### config.mk
export PLATFORM = sky130hd
export DESIGN_NAME = plot_fb_writer
export DESIGN_NICKNAME = d
export VERILOG_FILES = /design/src/rtl/plot_fb_writer.sv
export SDC_FILE = /design/constraint.sdc
export NUM_CORES = 1
export LEC_CHECK = 0
export ABC_AREA = 1
export CORE_AREA = 3 3 143 145
export DETAILED_ROUTE_END_ITERATION = 8
export DIE_AREA = 0 0 146 148
export PLACE_DENSITY = 0.82
export SETUP_SLACK_MARGIN = 0.4
export SYNTH_ARGS = -nofsm -noshare
export SYNTH_HDL_FRONTEND = slang
export SYNTH_SLANG_ARGS = --single-unit
### constraint.sdc
create_clock -name clock -period 7.5 [get_ports clock]
set_clock_uncertainty 0.1 [all_clocks]
set_input_delay 1.5 -clock clock [delete_from_list [all_inputs] [get_ports clock]]
set_output_delay 1.5 -clock clock [all_outputs]
set_load 0.02 [all_outputs]
### src/rtl/plot_fb_writer.sv
// Plot-stream sink: buffers (x, y, colour) plots in a FIFO and writes them to a
// single-port frame-buffer RAM, sharing the port with scan-out reads and a clear engine.
module plot_fb_writer #(
    parameter int unsigned WIDTH      = 160,
    parameter int unsigned HEIGHT     = 120,
    parameter int unsigned FIFO_DEPTH = 8
) (
    input  logic        clock,
    input  logic        resetn,
    input  logic [7:0]  iX,
    input  logic [6:0]  iY,
    input  logic [8:0]  iColour,
    input  logic        iPlot,
    input  logic        iClear,
    input  logic [8:0]  iClearColour,
    input  logic        iClrFlags,
    input  logic        iRdReq,
    input  logic [14:0] iRdAddr,
    output logic        oRdValid,
    output logic [8:0]  oRdData,
    output logic [14:0] fb_address,
    output logic [8:0]  fb_data,
    output logic        fb_wren,
    input  logic [8:0]  fb_q,
    output logic        oBusy,
    output logic        oClearDone,
    output logic        oOverflow,
    output logic [7:0]  oDropCount
);
    localparam int unsigned AW = 15;
    localparam int unsigned CW = 9;
    localparam int unsigned PW = $clog2(FIFO_DEPTH);
    localparam int unsigned NW = PW + 1;
    localparam logic [7:0]    WIDTH_L   = 8'(WIDTH);
    localparam logic [6:0]    HEIGHT_L  = 7'(HEIGHT);
    localparam logic [AW-1:0] LAST_ADDR = AW'(WIDTH * HEIGHT - 1);
    localparam logic [NW-1:0] FULL_CNT  = NW'(FIFO_DEPTH);

    typedef enum logic [1:0] {S_IDLE, S_CLEAR, S_DONE} state_t;

    typedef struct packed {
        logic [AW-1:0] addr;
        logic [CW-1:0] colour;
    } entry_t;

    state_t        state_q, state_d;
    logic [AW-1:0] clr_cnt_q, clr_cnt_d;
    logic [CW-1:0] clr_col_q, clr_col_d;
    logic [PW-1:0] wr_ptr_q, wr_ptr_d;
    logic [PW-1:0] rd_ptr_q, rd_ptr_d;
    logic [NW-1:0] count_q, count_d;
    logic [AW-1:0] fb_address_q, fb_address_d;
    logic [CW-1:0] fb_data_q, fb_data_d;
    logic          fb_wren_q, fb_wren_d;
    logic          rd_pend_q, rd_pend_d;
    logic          rd_valid_q, rd_valid_d;
    logic          busy_q, busy_d;
    logic          clear_done_q, clear_done_d;
    logic          overflow_q, overflow_d;
    logic [7:0]    drop_cnt_q, drop_cnt_d;
    entry_t        push_entry_d;
    entry_t        fifo_mem_q [FIFO_DEPTH];

    logic in_range, fifo_full, fifo_empty;
    logic grant_rd, grant_clr, grant_pop, push;

    // Port arbitration, FIFO bookkeeping, clear FSM and status flags
    always_comb begin
        state_d      = state_q;
        clr_cnt_d    = clr_cnt_q;
        clr_col_d    = clr_col_q;
        wr_ptr_d     = wr_ptr_q;
        rd_ptr_d     = rd_ptr_q;
        fb_address_d = '0;
        fb_data_d    = '0;
        fb_wren_d    = 1'b0;
        clear_done_d = 1'b0;
        overflow_d   = overflow_q;
        drop_cnt_d   = drop_cnt_q;

        // y*160 + x without a multiplier
        push_entry_d.addr   = (AW'(iY) << 7) + (AW'(iY) << 5) + AW'(iX);
        push_entry_d.colour = iColour;

        in_range   = (iX < WIDTH_L) && (iY < HEIGHT_L);
        fifo_empty = (count_q == '0);
        fifo_full  = (count_q == FULL_CNT);

        grant_rd  = iRdReq;
        grant_clr = !iRdReq && (state_q == S_CLEAR);
        grant_pop = !iRdReq && (state_q == S_IDLE) && !fifo_empty;
        push      = iPlot && in_range && (!fifo_full || grant_pop);

        rd_pend_d  = grant_rd;
        rd_valid_d = rd_pend_q;

        if (grant_rd) begin
            fb_address_d = iRdAddr;
        end else if (grant_clr) begin
            fb_address_d = clr_cnt_q;
            fb_data_d    = clr_col_q;
            fb_wren_d    = 1'b1;
        end else if (grant_pop) begin
            fb_address_d = fifo_mem_q[rd_ptr_q].addr;
            fb_data_d    = fifo_mem_q[rd_ptr_q].colour;
            fb_wren_d    = 1'b1;
            rd_ptr_d     = rd_ptr_q + PW'(1);
        end

        if (push) begin
            wr_ptr_d = wr_ptr_q + PW'(1);
        end
        count_d = count_q + NW'(push) - NW'(grant_pop);

        case (state_q)
            S_IDLE: begin
                if (iClear) begin
                    state_d   = S_CLEAR;
                    clr_cnt_d = '0;
                    clr_col_d = iClearColour;
                end
            end
            S_CLEAR: begin
                if (grant_clr) begin
                    if (clr_cnt_q == LAST_ADDR) begin
                        state_d      = S_DONE;
                        clear_done_d = 1'b1;
                    end else begin
                        clr_cnt_d = clr_cnt_q + AW'(1);
                    end
                end
            end
            S_DONE:  state_d = S_IDLE;
            default: state_d = S_IDLE;
        endcase

        // Flag clear wins over any same-cycle overflow or drop
        if (iClrFlags) begin
            overflow_d = 1'b0;
            drop_cnt_d = '0;
        end else begin
            if (iPlot && in_range && fifo_full && !grant_pop) begin
                overflow_d = 1'b1;
            end
            if (iPlot && !in_range && (drop_cnt_q != 8'hFF)) begin
                drop_cnt_d = drop_cnt_q + 8'd1;
            end
        end

        busy_d = (count_d != '0) || (state_d != S_IDLE);
    end

    always_ff @(posedge clock or negedge resetn) begin
        if (!resetn) begin
            state_q      <= S_IDLE;
            clr_cnt_q    <= '0;
            clr_col_q    <= '0;
            wr_ptr_q     <= '0;
            rd_ptr_q     <= '0;
            count_q      <= '0;
            fb_address_q <= '0;
            fb_data_q    <= '0;
            fb_wren_q    <= 1'b0;
            rd_pend_q    <= 1'b0;
            rd_valid_q   <= 1'b0;
            busy_q       <= 1'b0;
            clear_done_q <= 1'b0;
            overflow_q   <= 1'b0;
            drop_cnt_q   <= '0;
        end else begin
            state_q      <= state_d;
            clr_cnt_q    <= clr_cnt_d;
            clr_col_q    <= clr_col_d;
            wr_ptr_q     <= wr_ptr_d;
            rd_ptr_q     <= rd_ptr_d;
            count_q      <= count_d;
            fb_address_q <= fb_address_d;
            fb_data_q    <= fb_data_d;
            fb_wren_q    <= fb_wren_d;
            rd_pend_q    <= rd_pend_d;
            rd_valid_q   <= rd_valid_d;
            busy_q       <= busy_d;
            clear_done_q <= clear_done_d;
            overflow_q   <= overflow_d;
            drop_cnt_q   <= drop_cnt_d;
        end
    end

    // FIFO storage needs no reset; the pointers define what is valid
    always_ff @(posedge clock) begin
        if (push) begin
            fifo_mem_q[wr_ptr_q] <= push_entry_d;
        end
    end

    assign fb_address = fb_address_q;
    assign fb_data    = fb_data_q;
    assign fb_wren    = fb_wren_q;
    assign oRdValid   = rd_valid_q;
    assign oRdData    = rd_valid_q ? fb_q : '0;
    assign oBusy      = busy_q;
    assign oClearDone = clear_done_q;
    assign oOverflow  = overflow_q;
    assign oDropCount = drop_cnt_q;

endmodule

==> impl_metrics.py, run 1 <==
metrics = {
    "timing": {
        "layout_setup_ws_ns": 2.80,
        "layout_min_cycle_time_ns": 4.70,
        "hold_viol": 0,
        "finalCritPeriodShare": 0.627,
        "worst_pin_slew_ns": 1.27,
        "rsz0062_at_grt": "false",
        "maxSlewViolCount": 0,
        "setup_violations": 0,
        "finalSetupTns_ns": 0,
        "slew_headroom": 0.151,
        "max_freq_mhz": 213,
    },
    "worst_setup_path": {
        "arrival_ns": 4.74,
        "slowest_delay_ns": 0.99,
        "timing.critical_path.to_type": "flop",
        "critPathKind": "in2reg",
        "crit_path_cell_trace": "clkdlybuf4s50_1, inv_1, nand3_2, inv_2, nor2_1, nor2_2, nand2_1, nor2_2",
        "cpMaxStageDelayCell": "nor2_2",
        "start_kind": "input pin",
        "cp.required_ns": 7.53,
        "worst-path-max-fanout": 28,
        "cp_common_cell": "nor2_2",
    },
    "global_route": {
        "gr-usage-met2": 0.414,
        "use_met3": 0.0469,
        "track_usage": 0.250,
        "grt.busiest_layer": "met2",
        "globalRouteOverflowTotal": 0,
        "grt_max_degree": 99,
        "antenna_found_initial": 0,
        "use_met1": 0.343,
        "grt_pass1_vias": 8120,
        "grt_pass1_wl_um": 42700,
    },
    "pwr": {
        "vdd_drop_max_mv": 0.167,
        "p_sw_uw": 878,
        "seqPwrFrac": 0.515,
        "power_density_nw_per_um2": 257,
        "combPwrFrac": 0.126,
        "power.leakage_nw": 5.25,
        "internal_power_mw": 2.63,
        "p_sw_frac": 0.250,
        "clockPowerShare": 0.359,
    },
    "synthesis": {
        "synth_most_common_cell": "edfxtp_1",
        "netlist_area_um2": 11500,
        "ys.flop_type": "edfxtp_1",
        "synth_top_area_share": 0.501,
        "synth-seq-area-share": 0.662,
        "synth_edf_count": 192,
        "ys_seq_elements": 266,
        "synth_async_sr_flop_share": 0.278,
        "synth_warnings": 0,
        "synth_area_leaders": "edfxtp_1 50%, dfrtp_1 16%, nor2_1 6.1%, nand2_1 6.1%, o21ai_0 4.5%",
        "syn-num-nets": 1138,
        "netlist_top_cells_count": "192 x edfxtp_1, 187 x nor2_1, 186 x nand2_1, 103 x o21ai_0, 74 x dfrtp_1",
        "syn_avg_cell_area_um2": 11.0,
        "synthCells": 1050,
        "synth_top_area_cell": "edfxtp_1",
        "synthDistinctLibCells": 38,
    },
    "cells_and_area": {
        "area_growth_pct": 18.6,
        "stdcell_area_um2": 13700,
        "n_antenna_cell": 0,
        "final_core_util": 0.706,
        "layout-drive-gt1-share": 0.0633,
        "nNetsFinal": 1237,
        "fillerInstances": 1309,
    },
    "drt": {
        "ant_nets": 0,
        "drtPass1Iterations": 5,
        "route.detailed.drc": 0,
        "avgViaCountPerCell": 5.77,
        "drtIter0Drc": 945,
        "post_drt_wl_per_cell_um": 18.9,
        "finalWirelength_um": 27100,
        "vias": 8268,
    },
    "place": {
        "place_congestion": 0.867,
        "post-place-ws_ns": 2.23,
        "io_buffers": 108,
        "placed_area_um2": 12800,
        "hpwlAfterDp_um": 17100,
    },
    "cts": {
        "cts_hold_buf": 0,
        "insertion_delay_ns": 0.52,
        "clock-root-buffer": "clkbuf_16",
        "cts_made_buffers": 26,
        "numClockSinks": 266,
        "postCtsSetupBuffers": 0,
        "cts_max_path_buffers": 3,
        "cts_resized": 0,
        "ctsHtreeMaxLevel": 1,
        "clkSlewWorstSetupHoldPaths_ns": 0.06,
        "tritoncts": "done",
    },
    "floorplanning": {
        "pin_count": 109,
        "coreArea_um2": 19300,
        "row_count": 51,
        "dieHeight_um": 148,
        "start_util": 0.595,
        "dieArea_um2": 21600,
        "die_w_um": 146,
    },
    "status": {
        "status": "finished, final reports clean",
    },
    "run": {
        "cap_violations": 0,
    },
    "worst_hold_path": {
        "hold_class": "reg2reg",
    },
}
## layer usage
layer / share of wire / wire, um / vias to the layer above
li1: - / - / 3829
met1: 0.39 / 10700 / 3955
met2: 0.48 / 13100 / 436
met3: 0.10 / 2790 / 48
met4: 0.022 / 599 / 0
met5: 0 / 0 / -
## registers in the layout, indices dropped and copies added, names as in the netlist
| name | cells |
|---|---|
| oOverflow | 1 |
| fifo_mem_q | 192 |
| oDropCount | 8 |
| wr_ptr_q | 3 |
| fb_address | 15 |
| clr_col_q | 9 |
| rd_ptr_q | 3 |
| oClearDone | 1 |
| count_q | 4 |
| fb_data | 9 |
| rd_pend_q | 1 |
| fb_wren | 1 |
| oRdValid | 1 |
| state_q | 2 |
| oBusy | 1 |
| clr_cnt_q | 15 |
## cell type report
class                      instances  area [um2]  share of cell area
sequential                       266        7620               0.558
tap                              265         332              0.0243
timing repair buffer             119        1160              0.0851
multi-input combinational        677        3470               0.254
clock buffer                      34         701              0.0513
inverter                          59         235              0.0172
clock inverter                    14         136             0.00999
## logic make-up (layout without fill, tap and decap cells)
family          after synthesis  count (layout)  synth area share
xor+xnor                     17              17            0.0129
compound gates              192             192             0.100
buf+inv                     107             226            0.0388
fa+ha+maj                    25              25            0.0291
flops                       266             266             0.662
simple gates                443             443             0.157
## layout by cell type (no fill, tap or decap), drive strengths merged, types with 7 or more instances in the layout
| cell type | n |
|---|---|
| a21oi | 7 |
| a22oi | 14 |
| buf | 12 |
| clkbuf | 34 |
| clkdlybuf4s50 | 107 |
| clkinv | 9 |
| dfrtp | 74 |
| edfxtp | 192 |
| ha | 22 |
| inv | 59 |
| nand2 | 189 |
| nand3 | 48 |
| nand4 | 11 |
| nor2 | 190 |
| o211ai | 48 |
| o21ai | 113 |
| xor2 | 14 |
## worst paths after layout
check                            from                 to  slack, ns  cells past startpoint
setup / recovery               iRdReq  fifo_mem_q[1][12]       2.80                      8
hold / removal              rd_pend_q           oRdValid       0.25                      0
setup reg to reg           count_q[2]  fifo_mem_q[1][12]       4.11                      9
hold reg to reg             rd_pend_q           oRdValid       0.25                      0
max in group asynchronous      resetn        rd_ptr_q[0]       5.62                      1
min in group asynchronous      resetn         count_q[3]       1.02                      1
## per-stage QoR
step                std cells  total power, mW  hold slack [ns]
floorplan                1050             2.08            0.231
global placement         1386             2.25            0.234
detailed placement       1386             2.28            0.236
CTS                      1434             3.53            0.250
global route             1434             3.64            0.268
finish                   1434             3.51            0.249
## power by group through the flow
stage,Combinational (mW),Sequential (mW),Clock (mW)
6_report,0.441,1.81,1.26
2_1_floorplan,0.243,1.84,0
3_3_place_gp,0.422,1.83,0
4_1_cts,0.443,1.81,1.28
3_5_place_dp,0.440,1.84,0
5_1_grt,0.489,1.82,1.33
## worst max-delay path: cells and delay by family
family                 cells  cell delay, ns
buffers and inverters      3            1.47
AND/OR/NAND/NOR            5            1.74
(Power assumes the default switching activity.)
==> run 2: changes to the inputs <==
--- a/config.mk
+++ b/config.mk
@@ -6,10 +6,10 @@
 export NUM_CORES = 1
 export LEC_CHECK = 0
 export ABC_AREA = 1
-export CORE_AREA = 3 3 143 145
+export CORE_AREA = 3 3 147 149
 export DETAILED_ROUTE_END_ITERATION = 8
-export DIE_AREA = 0 0 146 148
-export PLACE_DENSITY = 0.82
+export DIE_AREA = 0 0 150 152
+export PLACE_DENSITY = 0.78
 export SETUP_SLACK_MARGIN = 0.4
 export SYNTH_ARGS = -nofsm -noshare
 export SYNTH_HDL_FRONTEND = slang
==> constraint.sdc (replaced) <==
create_clock -name clock -period 4.41 [get_ports clock]
set_clock_uncertainty 0.1 [all_clocks]
set_input_delay 0.882 -clock clock [delete_from_list [all_inputs] [get_ports clock]]
set_output_delay 0.882 -clock clock [all_outputs]
set_load 0.02 [all_outputs]
==> run 2 against run 1 <==
Compared with the run above: critical path depth fell by 4; sequential share of layout area fell by 0.15 points; register-to-register slack got worse by 2.5 ns; utilization fell by 3.2 points; worst setup slack got worse by 1.4 ns; combinational power rose by 70%; sequential power rose by 70%; global-route usage fell by 2.3 points.
==> impl_metrics.py, run 2 (same netlist as run 1, synthesis figures left out) <==
metrics = {
    "status": {
        "status": "finished, final reports clean",
    },
    "cells_and_area": {
        "fillerInstances": 1511,
        "final_common_cell": "edfxtp_1",
        "final-seq-area_um2": 7620,
        "n_antenna_cell": 0,
        "nNetsFinal": 1243,
        "mostFrequentLayoutCells": "192 x edfxtp_1, 186 x nand2_1, 179 x nor2_1",
        "regMostFlops": "fifo_mem_q",
        "area_growth_pct": 19.0,
        "stdcell_area_um2": 13700,
        "multiInputGateArea_um2": 3470,
        "largest_reg_flops": 192,
        "layout-drive-gt1-share": 0.0630,
    },
    "place": {
        "hpwlAfterDp_um": 16000,
        "post-place-ws_ns": 0.926,
        "io_buffers": 108,
        "place_congestion": 0.862,
        "placed_area_um2": 12900,
    },
    "timing": {
        "max_freq_mhz": 328,
        "slew_headroom": 0.254,
        "worst_pin_slew_ns": 1.12,
        "maxSlewViolCount": 0,
        "setup_violations": 0,
        "layout_min_cycle_time_ns": 3.05,
        "layout_setup_ws_ns": 1.36,
        "finalSetupTns_ns": 0,
        "finalCritPeriodShare": 0.691,
        "rsz0062_at_grt": "false",
        "hold_viol": 0,
    },
    "cts": {
        "numClockSinks": 266,
        "cts_hold_buf": 0,
        "cts_resized": 0,
        "cts_made_buffers": 28,
        "cts_max_path_buffers": 3,
        "ctsHtreeMaxLevel": 1,
        "clkSlewWorstSetupHoldPaths_ns": 0.06,
        "clock-root-buffer": "clkbuf_16",
        "postCtsSetupBuffers": 0,
        "tritoncts": "done",
        "insertion_delay_ns": 0.54,
    },
    "pwr": {
        "vdd_drop_max_mv": 0.323,
        "power.leakage_nw": 5.28,
        "p_sw_mw": 1.49,
        "combPwrFrac": 0.125,
        "internal_power_mw": 4.47,
        "power_density_nw_per_um2": 436,
        "seqPwrFrac": 0.514,
        "clockPowerShare": 0.360,
        "p_sw_frac": 0.250,
    },
    "global_route": {
        "antenna_found_initial": 1,
        "grt_pass1_wl_um": 40900,
        "grt_pass1_vias": 7933,
        "globalRouteOverflowTotal": 0,
        "grt_max_degree": 99,
        "track_usage": 0.226,
    },
    "worst_setup_path": {
        "cp.required_ns": 3.43,
        "arrival_ns": 2.07,
        "critPathKind": "in2out",
        "timing.critical_path.to_type": "output pin",
        "worst-path-max-fanout": 1,
        "start_kind": "input pin",
    },
    "floorplanning": {
        "dieHeight_um": 152,
        "die_w_um": 150,
        "pin_count": 109,
        "row_count": 52,
        "start_util": 0.567,
        "coreArea_um2": 20300,
        "dieArea_um2": 22800,
    },
    "drt": {
        "avgViaCountPerCell": 5.66,
        "drtIter0Drc": 625,
        "route.detailed.drc": 0,
        "drtPass1Iterations": 5,
        "post_drt_wl_per_cell_um": 18.1,
        "ant_nets": 0,
        "finalWirelength_um": 26100,
        "vias": 8177,
    },
    "worst_hold_path": {
        "hold_class": "reg2reg",
    },
    "run": {
        "cap_violations": 0,
    },
}
## run 2: final cells by class
| type | instances | area share |
|---|---|---|
| Clock buffer | 34 | 0.0536 |
| Clock inverter | 16 | 0.00768 |
| Inverter | 59 | 0.0173 |
| Multi-Input combinational cell | 677 | 0.253 |
| Sequential cell | 266 | 0.557 |
| Tap cell | 270 | 0.0247 |
| Timing Repair Buffer | 123 | 0.0870 |
## run 2: power by group through the flow
stage	sequential (mW)	clock [mW]	combinational (mW)
final	3.07	2.15	0.748
after global routing	3.09	2.29	0.834
after CTS	3.07	2.19	0.749
after detailed placement	3.12	0	0.742
after global placement	3.11	0	0.718
after floorplan	3.12	0	0.414
## run 2: critical path: stages
cell and delay, ns:
clkdlybuf4s50_1 0.47, nand2_1 0.05, inv_1 0.06, clkdlybuf4s50_1 0.59
## run 2: metrics by stage
| stage | utilization | cells | total power, mW | hold slack (ns) |
|---|---|---|---|---|
| final | 0.674 | 1445 | 5.97 | 0.252 |
| after floorplan | - | 1050 | 3.54 | 0.231 |
| after CTS | 0.674 | 1445 | 6.01 | 0.255 |
| after global placement | 0.633 | 1395 | 3.83 | 0.233 |
| after detailed placement | 0.633 | 1395 | 3.86 | 0.241 |
| after global routing | 0.674 | 1445 | 6.21 | 0.264 |
## run 2: worst paths after layout
kind | cells past startpoint | from | to | slack [ns]
max in group asynchronous | 1 | resetn | rd_ptr_q[1] | 3.16
worst max register to register | 10 | count_q[2] | fifo_mem_q[6][21] | 1.59
worst max-delay path | 4 | fb_q[4] | oRdData[4] | 1.36
worst min-delay path | 0 | rd_pend_q | oRdValid | 0.25
worst min register to register | 0 | rd_pend_q | oRdValid | 0.25
min in group asynchronous | 1 | resetn | clr_cnt_q[9] | 0.38
## run 2: metal layers
metal | GRT usage | routed length, um | vias up | share of wire
met5 | 0 | 13 | - | 0.00050
met4 | 0.0867 | 957 | 2 | 0.037
met3 | 0.0399 | 2090 | 73 | 0.080
met2 | 0.362 | 12200 | 350 | 0.47
met1 | 0.312 | 10800 | 3911 | 0.41
li1 | - | - | 3841 | -
==> run 3: changes to the inputs <==
--- a/config.mk
+++ b/config.mk
@@ -6,10 +6,10 @@
 export NUM_CORES = 1
 export LEC_CHECK = 0
 export ABC_AREA = 1
-export CORE_AREA = 3 3 147 149
+export CORE_AREA = 3 3 153 155
 export DETAILED_ROUTE_END_ITERATION = 8
-export DIE_AREA = 0 0 150 152
-export PLACE_DENSITY = 0.78
+export DIE_AREA = 0 0 156 158
+export PLACE_DENSITY = 0.76
 export SETUP_SLACK_MARGIN = 0.4
 export SYNTH_ARGS = -nofsm -noshare
 export SYNTH_HDL_FRONTEND = slang
==> constraint.sdc (replaced) <==
create_clock -name clock -period 2.5 [get_ports clock]
set_clock_uncertainty 0.1 [all_clocks]
set_input_delay 0.5 -clock clock [delete_from_list [all_inputs] [get_ports clock]]
set_output_delay 0.5 -clock clock [all_outputs]
set_load 0.02 [all_outputs]
==> run 3 against run 2 <==
Compared with the run above: combinational power increased to 2.6 times the previous value; critical path depth increased by 9; count of clock-buffer cells in the layout decreased by 6.
==> impl_metrics.py, run 3 (same netlist as run 1, synthesis figures left out) <==
metrics = {
    "pwr": {
        "power_density_nw_per_um2": 786,
        "vdd_drop_max_mv": 0.419,
        "internal_power_mw": 8.91,
        "clockPowerShare": 0.375,
        "power.leakage_nw": 6.02,
        "combPwrFrac": 0.167,
        "p_sw_frac": 0.249,
        "seqPwrFrac": 0.458,
        "p_sw_mw": 2.95,
    },
    "drt": {
        "ant_nets": 0,
        "route.detailed.drc": 0,
        "drtIter0Drc": 833,
        "avgViaCountPerCell": 5.57,
        "drtPass1Iterations": 5,
        "finalWirelength_um": 29200,
        "vias": 8486,
        "post_drt_wl_per_cell_um": 19.2,
    },
    "cts": {
        "tritoncts": "done",
        "numClockSinks": 266,
        "clock-root-buffer": "clkbuf_16",
        "cts_made_buffers": 26,
        "cts_max_path_buffers": 3,
        "ctsHtreeMaxLevel": 1,
        "insertion_delay_ns": 0.53,
        "clkSlewWorstSetupHoldPaths_ns": 0.06,
    },
    "worst_setup_path": {
        "worst-path-max-fanout": 6,
        "cp.required_ns": 2.64,
        "cpMaxStageDelayCell": "dfrtp_1",
        "crit_family": "simple AND/OR/NAND/NOR gates",
        "timing.critical_path.to_type": "flop",
        "start_kind": "flop",
        "r2r_slack_ns": 0.30,
        "critPathBufInv": 6,
        "slowest_delay_ns": 0.38,
        "critPathKind": "reg2reg",
        "arrival_ns": 2.34,
        "crit_path_cell_trace": "inv_2, ha_4, nand2_4, nand3_4, clkinv_4, buf_6, nor2_4, nor2_4, nand2_4, nor2_4, buf_6, buf_6, buf_12",
    },
    "cells_and_area": {
        "area_growth_pct": 31.2,
        "nNetsFinal": 1311,
        "mostFrequentLayoutCells": "192 x edfxtp_1, 177 x nand2_1, 176 x nor2_1",
        "n_antenna_cell": 0,
        "largest_reg_flops": 192,
        "final_common_cell": "edfxtp_1",
        "final_core_util": 0.688,
        "layout-drive-gt1-share": 0.155,
        "regMostFlops": "fifo_mem_q",
    },
    "place": {
        "hpwlAfterDp_um": 16900,
        "post-place-ws_ns": -0.390,
        "io_buffers": 108,
        "place_congestion": 0.840,
    },
    "floorplanning": {
        "dieHeight_um": 158,
        "die_w_um": 156,
        "dieArea_um2": 24600,
        "coreArea_um2": 22000,
        "pin_count": 109,
        "start_util": 0.524,
        "row_count": 54,
    },
    "timing": {
        "layout_setup_ws_ns": 0.302,
        "setup_violations": 0,
        "finalCritPeriodShare": 0.879,
        "slew_headroom": 0.454,
        "max_freq_mhz": 455,
        "rsz0062_at_grt": "true",
        "layout_min_cycle_time_ns": 2.20,
        "worst_pin_slew_ns": 0.820,
        "maxSlewViolCount": 0,
        "hold_viol": 0,
    },
    "worst_hold_path": {
        "hold_class": "reg2reg",
    },
    "global_route": {
        "globalRouteOverflowTotal": 0,
        "grt_max_degree": 89,
        "antenna_found_initial": 0,
        "grt_pass1_wl_um": 44500,
        "track_usage": 0.233,
        "grt_pass1_vias": 8353,
    },
    "run": {
        "cap_violations": 0,
    },
    "status": {
        "status": "finished, final reports clean",
    },
}
[run 3: cell count changes in the layout (fill, tap and decap cells not counted), sizes merged]
| cell | previous run | this run |
|---|---|---|
| inv | 58 | 57 |
| bufinv | 2 | 9 |
| dlymetal6s2s | 0 | 8 |
| clkdlybuf4s15 | 0 | 2 |
| clkdlybuf4s50 | 107 | 75 |
| clkinvlp | 0 | 4 |
| buf | 16 | 82 |
| clkbuf | 34 | 31 |
| clkinv | 15 | 9 |
| dlygate4sd3 | 0 | 1 |
| dlygate4sd2 | 0 | 22 |
[run 3: final cells by class]
type,instances,area [um2]
Clock buffer,28,679
Multi-Input combinational cell,677,3780
Inverter,59,243
Timing Repair Buffer,193,2110
Tap cell,280,350
Sequential cell,266,7620
Clock inverter,20,314
Fill cell,1417,6860
[run 3: path summary, 6_finish.rpt]
path | cells past startpoint | from | to
setup / recovery | 13 | count_q[3] | fifo_mem_q[0][6]
hold reg to reg | 0 | rd_pend_q | oRdValid
hold / removal | 0 | rd_pend_q | oRdValid
min in group asynchronous | 2 | resetn | clr_cnt_q[6]
max in group asynchronous | 3 | resetn | clr_col_q[7]
setup reg to reg | 13 | count_q[3] | fifo_mem_q[0][6]
[run 3: routing by layer]
metal / vias to the layer above / global-route usage / routed length [um] / part of all wire
li1: 3984 / - / - / -
met1: 4096 / 0.298 / 11500 / 0.39
met2: 340 / 0.398 / 14600 / 0.50
met3: 66 / 0.0375 / 2220 / 0.076
met4: 0 / 0.0976 / 894 / 0.031
met5: - / 0 / 0 / 0
[run 3: stage by stage]
step	cell area [um2]	total power [mW]	setup TNS (ns)	cells	hold slack, ns
2_1_floorplan	11700	6.33	0	1050	0.104
5_1_grt	15100	12.3	0	1523	0.276
3_3_place_gp	13400	6.98	-42.64	1441	0.235
4_1_cts	14900	11.7	0	1513	0.264
3_5_place_dp	13400	7.04	-54.45	1441	0.256
6_report	15100	11.9	0	1523	0.264
[run 3: timing repair]
| item | 4_1_cts | 5_1_grt |
|---|---|---|
| endpoints found under the setup margin | 270 | 240 |
| buffers inserted | 17 | 7 |
| gates cloned | 6 | 3 |
| pin swaps | 15 | 15 |
| resized for setup | 60 | 31 |
| hold endpoints to repair | 59 | 0 |
| hold buffers | 1 | 0 |
[run 3: worst reg2reg max path: stages, from the launching register on]
cell and delay [ns]:
dfrtp_1 0.38, inv_2 0.06, ha_4 0.16, nand2_4 0.07, nand3_4 0.11, clkinv_4 0.10, buf_6 0.11, nor2_4 0.05
nor2_4 0.15, nand2_4 0.13, nor2_4 0.14, buf_6 0.14, buf_6 0.11, buf_12 0.11
[run 3: power by group through the flow]
stage | combinational [mW] | clock [mW] | sequential [mW]
final | 1.98 | 4.45 | 5.44
after global routing | 2.13 | 4.69 | 5.47
after CTS | 1.79 | 4.50 | 5.43
after detailed placement | 1.54 | 0 | 5.50
after global placement | 1.49 | 0 | 5.49
after floorplan | 0.829 | 0 | 5.50
